$ cat src/rtl/uart_stream_tx.sv
// Buffered 8N1 UART transmitter: valid/ready byte input into a FIFO, integrated
// baud divider, back-to-back frames with no idle gap while the FIFO holds data.
module uart_stream_tx #(
    parameter int CLK_FREQ   = 25000000,
    parameter int BAUD       = 115200,
    parameter int FIFO_DEPTH = 16
) (
    input  logic                          clk,
    input  logic                          rst_n,
    input  logic [7:0]                    tx_data,
    input  logic                          tx_valid,
    output logic                          tx_ready,
    output logic                          uart_tx,
    output logic                          tx_busy,
    output logic                          tx_done,
    output logic [$clog2(FIFO_DEPTH):0]   fifo_level
);

    localparam int DIV = (CLK_FREQ + BAUD / 2) / BAUD;
    localparam int AW  = $clog2(FIFO_DEPTH);
    localparam int LW  = AW + 1;
    localparam int CW  = (DIV > 2) ? $clog2(DIV) : 1;

    localparam logic [CW-1:0] CNT_LAST = CW'(DIV - 1);
    localparam logic [CW-1:0] CNT_PRE  = CW'(DIV - 2);
    localparam logic [LW-1:0] LVL_FULL = LW'(FIFO_DEPTH);

    typedef enum logic [1:0] {
        S_IDLE  = 2'd0,
        S_START = 2'd1,
        S_DATA  = 2'd2,
        S_STOP  = 2'd3
    } state_t;

    state_t          r_state;
    logic [CW-1:0]   r_cnt;
    logic [2:0]      r_bit_idx;
    logic [7:0]      r_shift;
    logic            r_uart_tx;
    logic            r_busy;
    logic            r_tx_done;

    logic [7:0]      r_mem [FIFO_DEPTH];
    logic [AW-1:0]   r_wr_ptr;
    logic [AW-1:0]   r_rd_ptr;
    logic [LW-1:0]   r_level;
    logic            r_tx_ready;

    logic            w_push;
    logic            w_pop;
    logic            w_bit_end;
    logic [LW-1:0]   w_level_nxt;
    logic [7:0]      w_rd_data;

    assign w_push    = tx_valid && r_tx_ready;
    assign w_bit_end = (r_cnt == CNT_LAST);
    // The FSM only ever dequeues when it is about to emit a start bit.
    assign w_pop     = (r_level != {LW{1'b0}}) &&
                       ((r_state == S_IDLE) || ((r_state == S_STOP) && w_bit_end));
    assign w_rd_data = r_mem[r_rd_ptr];

    // Next FIFO occupancy from the push/pop pair of this cycle.
    always_comb begin
        w_level_nxt = r_level;
        case ({w_push, w_pop})
            2'b10:   w_level_nxt = r_level + LW'(1);
            2'b01:   w_level_nxt = r_level - LW'(1);
            default: w_level_nxt = r_level;
        endcase
    end

    // FIFO storage; contents are meaningless until written so no reset.
    always_ff @(posedge clk) begin
        if (w_push) begin
            r_mem[r_wr_ptr] <= tx_data;
        end
    end

    // FIFO pointers, level and registered ready flag.
    always_ff @(posedge clk or negedge rst_n) begin
        if (!rst_n) begin
            r_wr_ptr   <= {AW{1'b0}};
            r_rd_ptr   <= {AW{1'b0}};
            r_level    <= {LW{1'b0}};
            r_tx_ready <= 1'b1;
        end else begin
            if (w_push) begin
                r_wr_ptr <= r_wr_ptr + AW'(1);
            end
            if (w_pop) begin
                r_rd_ptr <= r_rd_ptr + AW'(1);
            end
            r_level    <= w_level_nxt;
            r_tx_ready <= (w_level_nxt != LVL_FULL);
        end
    end

    // Frame sequencer; the line, busy and done flags are all registered here.
    always_ff @(posedge clk or negedge rst_n) begin
        if (!rst_n) begin
            r_state   <= S_IDLE;
            r_cnt     <= {CW{1'b0}};
            r_bit_idx <= 3'd0;
            r_shift   <= 8'h00;
            r_uart_tx <= 1'b1;
            r_busy    <= 1'b0;
            r_tx_done <= 1'b0;
        end else begin
            case (r_state)
                S_IDLE: begin
                    r_cnt     <= {CW{1'b0}};
                    r_bit_idx <= 3'd0;
                    r_tx_done <= 1'b0;
                    if (w_pop) begin
                        r_shift   <= w_rd_data;
                        r_state   <= S_START;
                        r_uart_tx <= 1'b0;
                        r_busy    <= 1'b1;
                    end else begin
                        r_uart_tx <= 1'b1;
                        r_busy    <= 1'b0;
                    end
                end
                S_START: begin
                    r_tx_done <= 1'b0;
                    if (w_bit_end) begin
                        r_cnt     <= {CW{1'b0}};
                        r_bit_idx <= 3'd0;
                        r_state   <= S_DATA;
                        r_uart_tx <= r_shift[0];
                    end else begin
                        r_cnt <= r_cnt + CW'(1);
                    end
                end
                S_DATA: begin
                    r_tx_done <= 1'b0;
                    if (w_bit_end) begin
                        r_cnt <= {CW{1'b0}};
                        if (r_bit_idx == 3'd7) begin
                            r_state   <= S_STOP;
                            r_uart_tx <= 1'b1;
                        end else begin
                            r_bit_idx <= r_bit_idx + 3'd1;
                            r_shift   <= {1'b0, r_shift[7:1]};
                            r_uart_tx <= r_shift[1];
                        end
                    end else begin
                        r_cnt <= r_cnt + CW'(1);
                    end
                end
                S_STOP: begin
                    // Raised one edge early so the pulse covers the final stop cycle.
                    r_tx_done <= (r_cnt == CNT_PRE);
                    if (w_bit_end) begin
                        r_cnt <= {CW{1'b0}};
                        if (w_pop) begin
                            r_shift   <= w_rd_data;
                            r_state   <= S_START;
                            r_uart_tx <= 1'b0;
                        end else begin
                            r_state   <= S_IDLE;
                            r_uart_tx <= 1'b1;
                            r_busy    <= 1'b0;
                        end
                    end else begin
                        r_cnt <= r_cnt + CW'(1);
                    end
                end
                default: begin
                    r_state   <= S_IDLE;
                    r_cnt     <= {CW{1'b0}};
                    r_bit_idx <= 3'd0;
                    r_uart_tx <= 1'b1;
                    r_busy    <= 1'b0;
                    r_tx_done <= 1'b0;
                end
            endcase
        end
    end

    assign tx_ready   = r_tx_ready;
    assign uart_tx    = r_uart_tx;
    assign tx_busy    = r_busy;
    assign tx_done    = r_tx_done;
    assign fifo_level = r_level;

endmodule

$ cat config.mk
export PLATFORM = sky130hd
export DESIGN_NAME = uart_stream_tx
export DESIGN_NICKNAME = d
export VERILOG_FILES = /design/src/rtl/uart_stream_tx.sv
export SDC_FILE = /design/constraint.sdc
export NUM_CORES = 1
export LEC_CHECK = 0
export ABC_CLOCK_PERIOD_IN_PS = 3800
export BUFFER_PORTS_ARGS = -buffer_cell sky130_fd_sc_hd__buf_2
export CAP_MARGIN = 20
export CORE_MARGIN = 2
export CORE_UTILIZATION = 55
export CTS_CLUSTER_DIAMETER = 60
export CTS_CLUSTER_SIZE = 12
export DETAILED_ROUTE_END_ITERATION = 16
export PLACE_DENSITY = 0.83
export SYNTH_ARGS = -nofsm -noshare
export SYNTH_HDL_FRONTEND = slang
export SYNTH_SLANG_ARGS = --single-unit
$ cat constraint.sdc
create_clock -name clk -period 3.8 [get_ports clk]
set_input_delay 0.76 -clock clk [delete_from_list [all_inputs] [get_ports clk]]
set_output_delay 0.76 -clock clk [all_outputs]
set_load 0.005 [all_outputs]
# Word-level counts from Yosys, hierarchy flattened
# Memories as Yosys holds them, arrays and structs flattened.
# Index checks and enable logic that the tools add are counted.
# classes
add_sub_neg,6
n_eq_ne,16
n_reduce_logical,16
n_mux,32
# op_table
operator,n
$mux 8,5
$pmux 8 s3,1
$eq 8x8->1 const B,2
$pmux 8 s2,1
$ne 2x2->1 const B,7
$mux 1,11
$mux 2,5
$pmux 5 s2,1
$mux 3,3
$pmux 3 s3,1
$add 4x1->4 const B,2
$add 8x1->8 const B,1
$pmux 2 s4,1
$reduce_and 4->1,2
$eq 2x2->1 const B,3
$reduce_and 3->1,2
$reduce_bool 3->1,2
$reduce_or 3->1,2
$add 5x1->5 const B,1
$ne 5x5->1 const B,1
$reduce_and 5->1,1
$reduce_bool 5->1,1
$sub 5x1->5 const B,1
$eq 2x1->1 const B,2
other kinds (8),11
# word_totals
output_inout_bits,9
word_cells,82
n_memories,1
inputBits,11
regBits,38
ramBits,128
# mem_list
memory,depth,word_bits,read_ports,rd_clocked_by_memory_dff,wr,line_no,rtl
r_mem,16,8,1,0,1,43,logic [7:0] r_mem [FIFO_DEPTH];

# Depth between registers and ports, before layout
# Gate-level depths: netlist of the first run.
# logic_depth
ltp_word,7
mapped_depth,12
ltp_nobuf,12

# Least setup slack after synthesis of the first run
# OpenSTA, ideal clock, no wires.
# synth_path
kind,register -> register
start,register r_level[1] (netlist: fifo_level[1])
end,register r_tx_ready (netlist: tx_ready)
setup_time_ps,91
period_less_slack_ps,2778
arrival_time_ps,2687
path_stages_with_launch,11
path_buffers,0
required_ps,3709
setup_slack_ps,1022
path_cell_list,dfrtp_1 > or4_4 > nor2_1 > nor2_1 > ha_1 > fa_1 > a21o_1 > a21oi_1 > mux2i_1 > xnor2_1 > nand4bb_1
# synth_between
elab_chain_cells,5
elab_cells_between_ends,8
classes_between,add/sub (2); eq/ne (3); mux (1); reduce/logical (2)
# synth_rtl
item,line_no,rtl
from (decl),46,logic [LW-1:0] r_level;
from (signal assigned),84,r_level <= {LW{1'b0}};
from (signal assigned),93,r_level <= w_level_nxt;
$reduce_bool 5->1 (*),58,assign w_pop = (r_level != {LW{1'b0}}) &&
$logic_and 1x1->1 (*),58,
via w_pop,50,logic w_pop;
$eq 2x1->1 / $eq 2x2->1 (equally long branches),65,"case ({w_push, w_pop})"
$pmux 5 s2 (*),65,
via w_level_nxt[4],52,logic [LW-1:0] w_level_nxt;
$ne 5x5->1 (*),94,r_tx_ready <= (w_level_nxt != LVL_FULL);
to (signal assigned),94,
to (decl),47,logic r_tx_ready;
# The timed path passes the listed nets; every way through them passes the cells marked *.
# A chain may end at the register's enable or synchronous reset.

# Final worst setup path of the first run
# Ends and elaborated chain as after synthesis.

==> summary.md, run 1 <==
The flow ran to the end, and the final reports show no timing, DRC or antenna violations. In this run the worst path has a maximum fanout of 6. The share of async-settable or async-resettable flops after synthesis was 0.2289; the final-report max-slew violation count was 0. The worst path meets setup with 0.7330 ns of slack.

TritonCTS built the clock tree. The pin count of the biggest net entering global routing is 39, and the count of standard-cell rows is 41. Once detail routing completed, the nets flagged for antenna violations numbered 0.

Between clock sinks in the finished design, the worst skew comes to 0.009631 ns. During placement, the flow inserted port buffers numbering 19. In this run, CTS created clock tree buffers numbering 17. Layout overhead on the synthesized area: 11.73%. The initial antenna violation count is 0, and the synthesized area per cell is 14.93 sq um.

Data on the critical path arrives at its endpoint at 3.40 ns. The run gives 4098 as the via count. The via-per-instance ratio was 5.965; the fraction of final layout cells with drive strength greater than 1 was 0.1631. Ranked by total cell area, the synthesized netlist is headed by edfxtp_1, dfrtp_1, mux2i_1. The congestion estimate from routability-driven global placement came to 0.9036. STA classifies the critical path startpoint as a register. The final number of setup-violating endpoints was 0; the total leakage power was 3.037 nW. Synthesis produced a netlist whose cell count is 480. Setup repair after global routing left no endpoint under its margin. The number of top-level pins is 20. Number of nets at the end of the flow: 533. In the routed design, unresolved DRC markers number 0.

After global routing the overflow that remains totals 0. For the largest vdd supply drop, the log shows 540.2 uV. The number of nets in the synthesized netlist is 511. For the final hold violation count, the log shows 0.

For the share of synthesized area occupied by flip-flops and latches, the log shows 0.6692. The first global-routing pass estimated 22.62 mm of wire. The tools report the buffers inserted during post-CTS setup optimization as 0. Summed over all layers, the routed wires come to 14.12 mm.

The tool flagged a number of max-cap violations equal to 0. The die is 118.2 um wide. The synthesized design contains 166 register bits. After clock tree synthesis, the clock-pin slew on the worst setup and hold paths is 0.06 ns. The repair_antennas step left the layout with diodes totalling 0. For the latest clock arrival within the worst-skew pair, the log shows 0.43 ns. Subtracting the final worst setup slack from the clock period gives 3.067 ns.

The logs give 0.5657 for the starting density of the core and 363 for the starting DRC count in detailed routing. Once the clock tree was built, the resizer swapped 0 gates to a different size. The largest total area in the synthesized netlist belongs to edfxtp_1. For the number of H-tree levels, the log shows 4. In the synthesized netlist the dominant register cell turns out to be edfxtp_1.

The distinct cell type count of the synthesized netlist was 54; the power per unit of standard cell area was 793.2 nW/um^2. The run gives 4174 as the via count of the first global-routing pass. Highest clock frequency the design can meet: 326.1 MHz. For the all-layer global routing usage, the log shows 0.2159. The worst slack at placement is 0.7702 ns.

In this run the worst hold path is classified as primary input to asynchronous set/reset pin. Fill cells in the final layout number 929. The logs give 0 ns for the total negative slack and 7168 sq um for the mapped cell area. Counting along the longest clock path gives a buffer depth of 2. The worst endpoint required time is 4.13 ns, and the overall die area is 13960 sq um. The root buffer cell chosen for the clock tree is clkbuf_16. Hold repair after CTS inserted 0 buffers. Placed wire-length estimate: 9.060 mm. The kind of critical path was register to register. The multi-input combinational cell area is 2206 sq um, and the number of clock sinks is 166.

The per-cell routed wire length is 20.55 um. For the area of the core, the log shows 12670 sq um. For the pin with the worst max-slew slack, the measured transition is 0.8829 ns. The number of flops mapped to enable cells by yosys is 128. The top cell type's share of synthesized area came out at 0.5362. The first TritonRoute pass finished after 5 iterations. The tools report the number of synthesis warnings as 0. The remaining max-slew budget at the tightest pin was 0.4114. The storage element area is 4798 sq um, and the post-route fraction of the period consumed by the critical path is 0.8071. The worst setup path is captured at a register. Vertical die dimension: 118.2 um.
==> report_power, final <==
part	switching, W	internal [W]
Combinational	0.00117	0.000848
Clock	0.000706	0.00103
Sequential	0.000322	0.00227
==> placed cells by master (no fill, tap or decap), types with 3 or more instances in the layout <==
cell and n:
buf_4 6, o21ai_0 9, a22o_1 9, a31oi_1 4, buf_2 19, xor2_1 6
a21oi_1 14, nand2b_1 4, xnor2_1 10, clkinvlp_4 3, clkbuf_8 3, nor2_1 39
dfrtp_1 35, a31oi_2 6, ha_1 19, a22oi_1 22, and2_1 4, mux2i_1 59
edfxtp_1 128, clkbuf_16 17, nor2b_1 5, nand2_1 19, nor3_1 4, inv_1 11
nand3_1 13, inv_6 4, mux4_2 4
==> state kept, by name (all words and copies together) (netlist names) <==
name	flops
tx_ready	1
r_shift	8
tx_busy	1
uart_tx	1
fifo_level	5
r_state	2
r_rd_ptr	4
r_cnt	8
tx_done	1
r_wr_ptr	4
r_mem	128
r_bit_idx	3
==> synthesized netlist by cell type (all sizes together) (3+ instances only) <==
| library cell | count |
|---|---|
| a31oi | 10 |
| a22oi | 22 |
| mux2i | 59 |
| dfrtp | 36 |
| and2 | 4 |
| nand2 | 20 |
| ha | 19 |
| nor2 | 41 |
| buf | 13 |
| clkbuf | 9 |
| xor2 | 6 |
| nor3 | 4 |
| xnor2 | 10 |
| edfxtp | 128 |
| a22o | 9 |
| nand3 | 13 |
| o21ai | 10 |
| mux4 | 4 |
| a21oi | 15 |
| nor2b | 5 |
| inv | 11 |
| nand2b | 4 |
| a221oi | 3 |
==> final cells by class <==
type	instances	area share
tap	172	0.02687
inverter	11	0.005155
clock inverter	11	0.01718
timing repair buffer	25	0.01750
clock buffer	21	0.05874
sequential	166	0.5991
multi-input combinational	281	0.2754
==> kinds of logic (layout without fill, tap and decap cells) <==
group,count (synthesis),count (layout),share of synthesized area
XOR/XNOR,16,16,0.01955
flip-flops,166,166,0.6692
AND/OR/NAND/NOR,103,103,0.07139
adder cells (fa/ha/maj),20,20,0.03596
multiplexers,65,65,0.09810
AO/OA/AOI/OAI,77,77,0.08274
buffers and inverters,33,68,0.02304
==> worst max-delay path, stage by stage, from the launching register on <==
cell       delay, ns
dfrtp_1         0.44
or4_4           0.59
nor2_1          0.19
nor2_1          0.16
ha_1            0.30
fa_1            0.43
a21o_1          0.17
a21oi_1         0.17
mux2i_1         0.24
xnor2_1         0.16
nand4bb_1       0.13
==> stage by stage <==
step / instance area (sq um) / cells / power (W) / utilization / hold WS [ns]
finish: 8009 / 687 / 0.006353 / 0.6321 / 0.4627
global route: 8009 / 687 / 0.006705 / 0.6321 / 0.5215
CTS: 8009 / 687 / 0.006374 / 0.6321 / 0.4702
detailed placement: 7401 / 655 / 0.004609 / 0.5841 / 0.4833
global placement: 7401 / 655 / 0.004500 / 0.5841 / 0.4594
floorplan: 7168 / 480 / 0.004103 / - / 0.4466
==> final timing paths <==
kind                                    start          end  slack, ns  depth (start not counted)
worst max-delay path            fifo_level[1]     tx_ready       0.73                         10
min in group clk                     r_cnt[0]     r_cnt[0]       0.50                          1
worst max register to register  fifo_level[1]     tx_ready       0.73                         10
worst min-delay path                    rst_n     r_cnt[2]       0.46                          1
worst min register to register       r_cnt[0]     r_cnt[0]       0.50                          1
max in group asynchronous               rst_n  r_rd_ptr[0]       2.73                          1
==> metal layers <==
metal  GRT usage  up-vias  share of wire
met4     0.07530        0          0.015
li1            -     1858              -
met3     0.05357       19          0.050
met5           0        -              0
met2      0.3624      133           0.52
met1      0.2746     2088           0.42
Power figures use the tool's default switching activity.
==> run 2: changes to the inputs <==
Settings changed: ABC_AREA set to 1, ABC_CLOCK_PERIOD_IN_PS 3800 to 2600, PLACE_DENSITY 0.83 to 0.85.
Clock period 3.8 ns to 2.6 ns, I/O delays scaled along.
==> run 2 against run 1 <==
Critical path depth rose by 5. Synthesized cell count rose by 41%. Via count rose by 26%. Clock skew rose by 0.0012 ns. Sequential share of layout area fell by 2.3 points. Flip-flop and latch count did not move. Die area rose by 1.9%. Worst hold slack got worse by 0.27 ns. Fmax rose by 24%. Largest cell class unchanged.
==> summary.md, run 2 <==
The tools report the number of standard cells in the final layout excluding fillers as 903. Horizontal die dimension: 119.3 um. The tools report the startpoint of the lowest-slack register-to-register path as r_state[0]. The worst path buffer plus inverter count came out at 3. Counting flops per register, the top entry is r_mem.

The number of port buffers came out at 19. STA classifies the critical path endpoint as a register. Yosys attributes the largest share of cell area to edfxtp_1, dfrtp_1, nor2_1. The routed layout has 5153 vias.

The final hold violation count is 0, and the path depth of the worst reg2reg path is 15. The run gives 5075 as the via count of the first global-routing pass. The tools report the share of the core filled with cells in the final layout as 0.6370. The initial antenna violation count was 0; the placed wire-length estimate was 9.783 mm.

Measured along the y axis, the die boundary spans 119.3 um. Number of clock sinks: 166. The floorplan step defined a die boundary enclosing 14220 sq um. The H-tree generated during clock tree synthesis spans 4 levels. The average instance in the mapped netlist occupies 10.79 sq um. The biggest area consumer among synthesized cells was edfxtp_1. The gate count after technology mapping is 677. Buffers inserted to repair hold after CTS numbered 0. The tools report the synthesized net count as 708.

Broken down by cell family, the worst path's largest delay share belongs to adder cells. The layout overhead on the synthesized area works out to 14.09%. Kind of critical path: register to register. Clock-pin slew was measured on the worst setup and hold paths at 0.06 ns.

For this design, the slowest cell found on the critical path is dfrtp_1. The number of antenna diodes in the final layout is 0. The region available for standard cell placement spans 13090 sq um.

Summing all multi-input logic gate instances after layout gives 2208 sq um. The top cell type's share of synthesized area is 0.5261. Based on the critical path, the design can be clocked at up to 405.9 MHz. Global-route wire length before repair: 25.15 mm. Power spread over the standard cell area amounts to 774.8 nW/um^2. The tools report the final-report max-slew violation count as 0. Flip-flop and latch count after synthesis: 166. The critical path runs through a total of 15 cells. Using the TritonRoute via totals, the vias-per-cell ratio works out to 5.707. In the synthesized netlist the dominant register cell turns out to be edfxtp_1. Starting DRC count in detailed routing: 471. Data on the critical path is required at its endpoint by 2.94 ns. In this design, the critical path's most frequently occurring cell is nand2_1.

For the latest clock arrival within the worst-skew pair, the log shows 0.43 ns. The count of standard-cell rows is 42, and the per-cell routed wire length is 17.84 um. Summed over all cells, the static leakage comes to 3.414 nW.

The share of async-settable or async-resettable flops after synthesis was 0.2289; the final critical delay including setup and external delays was 2.464 ns. The logs give 17 for the TritonCTS buffer count and 0.01088 ns for the worst clock skew. The distinct cell type count of the synthesized netlist is 35. The signal on the critical path passes through inv_1 > ha_1 > inv_1 > nand2_4 > nand3_4 > inv_2 > ha_4 > fa_1 > nand2_1 > nand2_1 > a21oi_1 > xor2_1 > nand2_1 > nand2_1 > nand3_1.

For the aggregate routed wire length, the log shows 16.11 mm. Tracing the worst setup path back leads to its startpoint at r_state[0]. The share of synthesized area occupied by flip-flops and latches is 0.6566. Registers take 4800 sq um. The largest registers in the layout are r_mem (128), r_cnt (8), r_shift (8). TritonCTS built the clock tree.

The largest vdd supply drop was 743.2 uV; the number of synthesis warnings was 0. In this run the worst path has a maximum fanout of 5. STA classifies the critical path startpoint as a register. The run gives 0.5583 as the starting density of the core. Leading cell type in the layout, fill and taps excluded: edfxtp_1. The remaining global-route overflow was 0; the longest individual stage delay on the worst path was 0.40 ns.

The flow ran to the end, and the final reports show no timing, DRC or antenna violations. After synthesis, the most frequently instantiated cells are edfxtp_1, nor2_1, nand2_1. The library cells used most frequently in the layout, excluding fill and tap cells, are edfxtp_1, nor2_1, nand2_1. The cell count after placement came out at 868.

The filler cells instantiated in the layout total 933. The post-route fraction of the period consumed by the critical path came out at 0.9475. For the maximum buffer depth of the clock tree, the log shows 2. The run gives 20 as the number of top-level pins. Max-cap violations in this run came to 0.

The worst hold-check path type is primary input to asynchronous set/reset pin. The final layout contains 745 nets. The transition time of the tightest slew-check pin works out to 0.8520 ns.

The most frequent cell after synthesis is edfxtp_1. The pin count of the biggest net entering global routing was 86; the data arrival time at the worst-slack endpoint was 2.80 ns. The run gives 0 as the final number of setup-violating endpoints.

The fraction of final layout cells with drive strength greater than 1 works out to 0.1238. Routability-driven placement finished with a final weighted congestion of 0.9209. For this run, design rule violations remaining after detail routing come to 0.

The register with the most flip-flops in the layout has 128 of them. The detail route stage leaves a number of antenna-violating nets equal to 0. The length of the first detailed-routing pass in iterations came out at 5. The all-layer global routing usage was 0.2351.

The number of flops mapped to enable cells by yosys was 128. The remaining max-slew budget at the tightest pin is 0.4320, and the mapped cell area is 7306 sq um. The clock tree root buffer cell was clkbuf_16.
-- run 2: cell count changes after synthesis, moves of 8 or more --
cell,change
nand2_1,+92
nor2_1,+78
mux2i_1,-58
nand3_1,+52
o21ai_0,+40
inv_1,+39
a22oi_1,-22
o211ai_1,+22
a22o_1,-9
a21oi_1,-8
xnor2_1,-8
-- run 2: path summary, 6_finish.rpt --
path | to | slack [ns]
worst max-delay path | tx_ready | 0.14
worst min-delay path | r_shift[5] | 0.19
worst max register to register | tx_ready | 0.14
worst min register to register | r_shift[6] | 0.49
max in group asynchronous | r_rd_ptr[0] | 1.80
min in group clk | r_shift[6] | 0.49
-- run 2: layer usage --
metal	GRT usage	part of all wire
met5	0	0
met4	0.09003	0.024
met3	0.05556	0.065
met2	0.4235	0.53
met1	0.2711	0.39
-- run 2: through the flow --
stage	cell area (sq um)	setup TNS, ns	power, W	setup WS (ns)	hold WS (ns)
6_report	8335	0	0.006458	0.1364	0.1945
3_3_place_gp	7706	0	0.003935	0.1755	0.4645
3_5_place_dp	7706	0	0.003998	0.02679	0.4744
2_1_floorplan	7306	0	0.003693	0.2518	0.2244
5_1_grt	8335	-0.009382	0.006658	-0.009382	0.2723
4_1_cts	8297	0	0.006450	0.05454	0.2378
-- run 2: final cells by class --
| class | instances | share of cell area |
|---|---|---|
| Clock buffer | 18 | 0.05149 |
| Sequential cell | 166 | 0.5758 |
| Tap cell | 176 | 0.02642 |
| Multi-Input combinational cell | 431 | 0.2649 |
| Inverter | 55 | 0.02477 |
| Clock inverter | 14 | 0.01906 |
| Timing Repair Buffer | 43 | 0.03753 |
-- run 2: cell families (layout without fill, tap and decap cells) --
family,after synthesis,count (layout),share of synthesized area
buffers and inverters,80,130,0.04350
AND/OR/NAND/NOR,313,313,0.1824
XOR/XNOR,10,10,0.01199
multiplexers,1,1,0.001370
flip-flops,166,166,0.6566
AO/OA/AOI/OAI,87,87,0.06885
adder cells (fa/ha/maj),20,20,0.03528
-- run 2: what timing repair did --
action,in CTS,in global routing
resized for setup,1,4
setup buffers,0,3
hold endpoints to repair,0,0
endpoints found under the setup margin,1,3
-- run 2: power breakdown --
part / leakage [nW] / internal (W) / switching, W / total (W)
Sequential: 1.61 / 0.00314 / 0.000126 / 0.00326
Clock: 0.276 / 0.00150 / 0.000989 / 0.00249
Combinational: 1.52 / 0.000236 / 0.000472 / 0.000707
Total: 3.41 / 0.00487 / 0.00159 / 0.00646
==> run 3: changes to the inputs <==
Settings changed: CORE_MARGIN 2 to unset.
==> run 3 against run 2 <==
Die area down 3.3%. Clock skew down 0.0027 ns. Fmax up 0.24%. Clock power up 8.4%. Worst setup slack better by 0.0059 ns. Global-route usage up 1.1 points. Register-to-register slack about the same. Power up 3.2%. Sequential share of layout area up 0.23 points. First-iteration DRC count up 18%. Count of clock-buffer cells in the layout up 1. Largest cell class unchanged.
==> summary.md, run 3 (synthesized netlist as in run 2, its figures left out) <==
The run finished with clean final reports. The worst path buffer plus inverter count was 3; the worst clock skew was 0.008190 ns. The horizontal die dimension was 117.3 um; the path depth of the worst reg2reg path was 17. r_mem holds more flip-flops than any other register. Max-cap violations in this run came to 0. The run gives 0.5719 as the starting density of the core.

All-layer global routing usage: 0.2464. For this design, the slowest cell found on the critical path is dfrtp_1. CTS saw 166 sinks.

The region available for standard cell placement spans 12770 sq um. Relative to the synthesized area, the layout overhead comes to 13.67%. On the worst path, the slowest cell contributes a delay of 0.42 ns. In this run the tool buffered the top-level ports with 19 buffer cells.

The die covers 13750 sq um. The signal on the critical path passes through inv_1 > ha_1 > inv_1 > nor2_4 > nand2_2 > nand2_4 > nand3_4 > inv_2 > ha_4 > ha_1 > nand2_2 > nand2_1 > a21oi_2 > xor2_1 > nand2_1 > nand2_1 > nand3_1. STA puts the critical path data arrival time at 2.80 ns. The via count of the first global-routing pass is 4870, and the CTS clock-pin slew for the worst setup and hold paths is 0.07 ns.

The register with the most flip-flops in the layout has 128 of them. The kind of critical path was register to register. In the routed design, unresolved DRC markers number 0. The startpoint of the lowest-slack register-to-register path was r_cnt[1]. In the final design database the tool counted 737 nets. The run gives 0 as the number of antenna diodes. The number of H-tree levels was 4. The library cells used most frequently in the layout, excluding fill and tap cells, are edfxtp_1, nor2_1, nand2_1. The final hold violation count was 0. The tools report the TritonCTS buffer count as 17.

Setup violations remaining at the end of the flow were counted as 0. At the pin with the least slew margin, the transition time is 0.8578 ns. In the final layout, the registers with the most flip-flops are r_mem (128), r_cnt (8), r_shift (8). Along the worst path, the maximum fanout reaches 5. The aggregate routed wire length was 15.70 mm; the remaining max-slew budget at the tightest pin was 0.4281.

For the total leakage power, the log shows 3.386 nW. Clock tree root buffer cell: clkbuf_16. The starting DRC count in detailed routing was 558; the smallest hold slack was 0.2003 ns.

In this design, the critical path's most frequently occurring cell is nand2_1. The final critical delay including setup and external delays came out at 2.458 ns. The post-route fraction of the period consumed by the critical path came out at 0.9453. The first detailed-routing pass ran for 5 iterations.

Entering global routing, the biggest net connects 86 pins. Based on the critical path, the design can be clocked at up to 406.9 MHz. The placed wire-length estimate was 9.727 mm. The tools report the nature of the critical path endpoint as a register. The type of origin of the critical path is a register. Post-route antenna net violation count: 0. 20 I/O pins were placed. After detailed routing, the average wire length per cell comes to 17.62 um. The fraction of final layout cells with drive strength greater than 1 came out at 0.1210. The path class of the tightest hold or removal check is primary input to asynchronous set/reset pin. For this run the aggregate overflow at the end of global routing stands at 0. The terminus of the critical flop-to-flop path was tx_ready. The worst register-to-register path has a setup slack of 0.14 ns. The initial antenna violation count is 0. For the worst setup path, the data required time is 2.94 ns. The die is 117.3 um tall. At the later pin of the worst-skew pair, clock insertion delay measures 0.43 ns.

The worst slack at placement came out at -0.01705 ns. TritonCTS built the clock tree. The final-report max-slew violation count is 0, and the count of standard-cell rows is 41. No sink is reached through more buffers than the 2 on the longest clock path. For this design the ratio of total power to cell area is 802.5 nW/um^2.

Leaving out fill and tap cells, the most frequent cell in the layout is edfxtp_1. The routed layout has 5053 vias. For this design, the CTS-stage hold fixing added 0 buffers.

After detailed routing, the number of vias per cell comes to 5.671. Once routing completed, OpenROAD measured the worst setup slack at 0.1423 ns. The global-route wire length before repair is 24.61 mm. The worst-case IR drop observed on VDD is 579.2 uV. Kind of cell with the highest combined delay on the critical path: simple AND/OR/NAND/NOR gates. The weighted congestion at the end of routability-driven global placement came out at 0.8845. Share of the core filled with cells in the final layout: 0.6501.
-- run 3: cell types whose count changed in the layout (fill, tap and decap cells not counted), moves of 2 or more --
cell,change
bufinv_16,+2
clkinv_1,-3
buf_12,-2
buf_4,-6
-- run 3: where the power goes --
group	switching (W)	internal [W]	leakage, nW
registers	0.000127	0.00314	1.61
clock network	0.000997	0.00170	0.301
logic	0.000474	0.000227	1.47
total	0.00160	0.00507	3.39
-- run 3: through the flow --
stage | instances | area, sq um | setup TNS [ns] | total power, W
floorplan | 677 | 7306 | 0 | 0.003693
global placement | 856 | 7616 | 0 | 0.003908
detailed placement | 856 | 7616 | -0.01705 | 0.003978
CTS | 888 | 8265 | 0 | 0.006652
global route | 891 | 8304 | -0.01153 | 0.006882
finish | 891 | 8304 | 0 | 0.006664
-- run 3: worst max-delay path by stage --
stage / start / endpoint / slack (ns) / cells after the start
floorplan: r_cnt[0] / tx_ready / 0.25 / 17
global placement: r_cnt[0] / tx_ready / 0.20 / 17
detailed placement: r_cnt[0] / tx_ready / -0.02 / 17
CTS: r_state[0] / tx_ready / 0.02 / 15
global route: r_state[0] / tx_ready / -0.01 / 15
finish: r_cnt[1] / tx_ready / 0.14 / 17
-- run 3: what timing repair did --
action | CTS | global route
setup buffers | 0 | 3
endpoints found under the setup margin | 1 | 3
gates resized for setup | 2 | 8
pin swaps | 0 | 0
-- run 3: cell type report --
class	instances	area, sq um
Sequential cell	166	4801
Fill cell	904	4469
Multi-Input combinational cell	431	2217
Clock buffer	19	432.9
Timing Repair Buffer	35	227.7
Tap cell	172	215.2
Inverter	55	206.4
Clock inverter	13	203.9
-- run 3: layer usage --
metal	up-vias	track usage	part of all wire
li1	2361	-	-
met1	2439	0.3045	0.40
met2	218	0.4141	0.51
met3	35	0.06643	0.066
met4	0	0.09620	0.026
met5	-	0	0
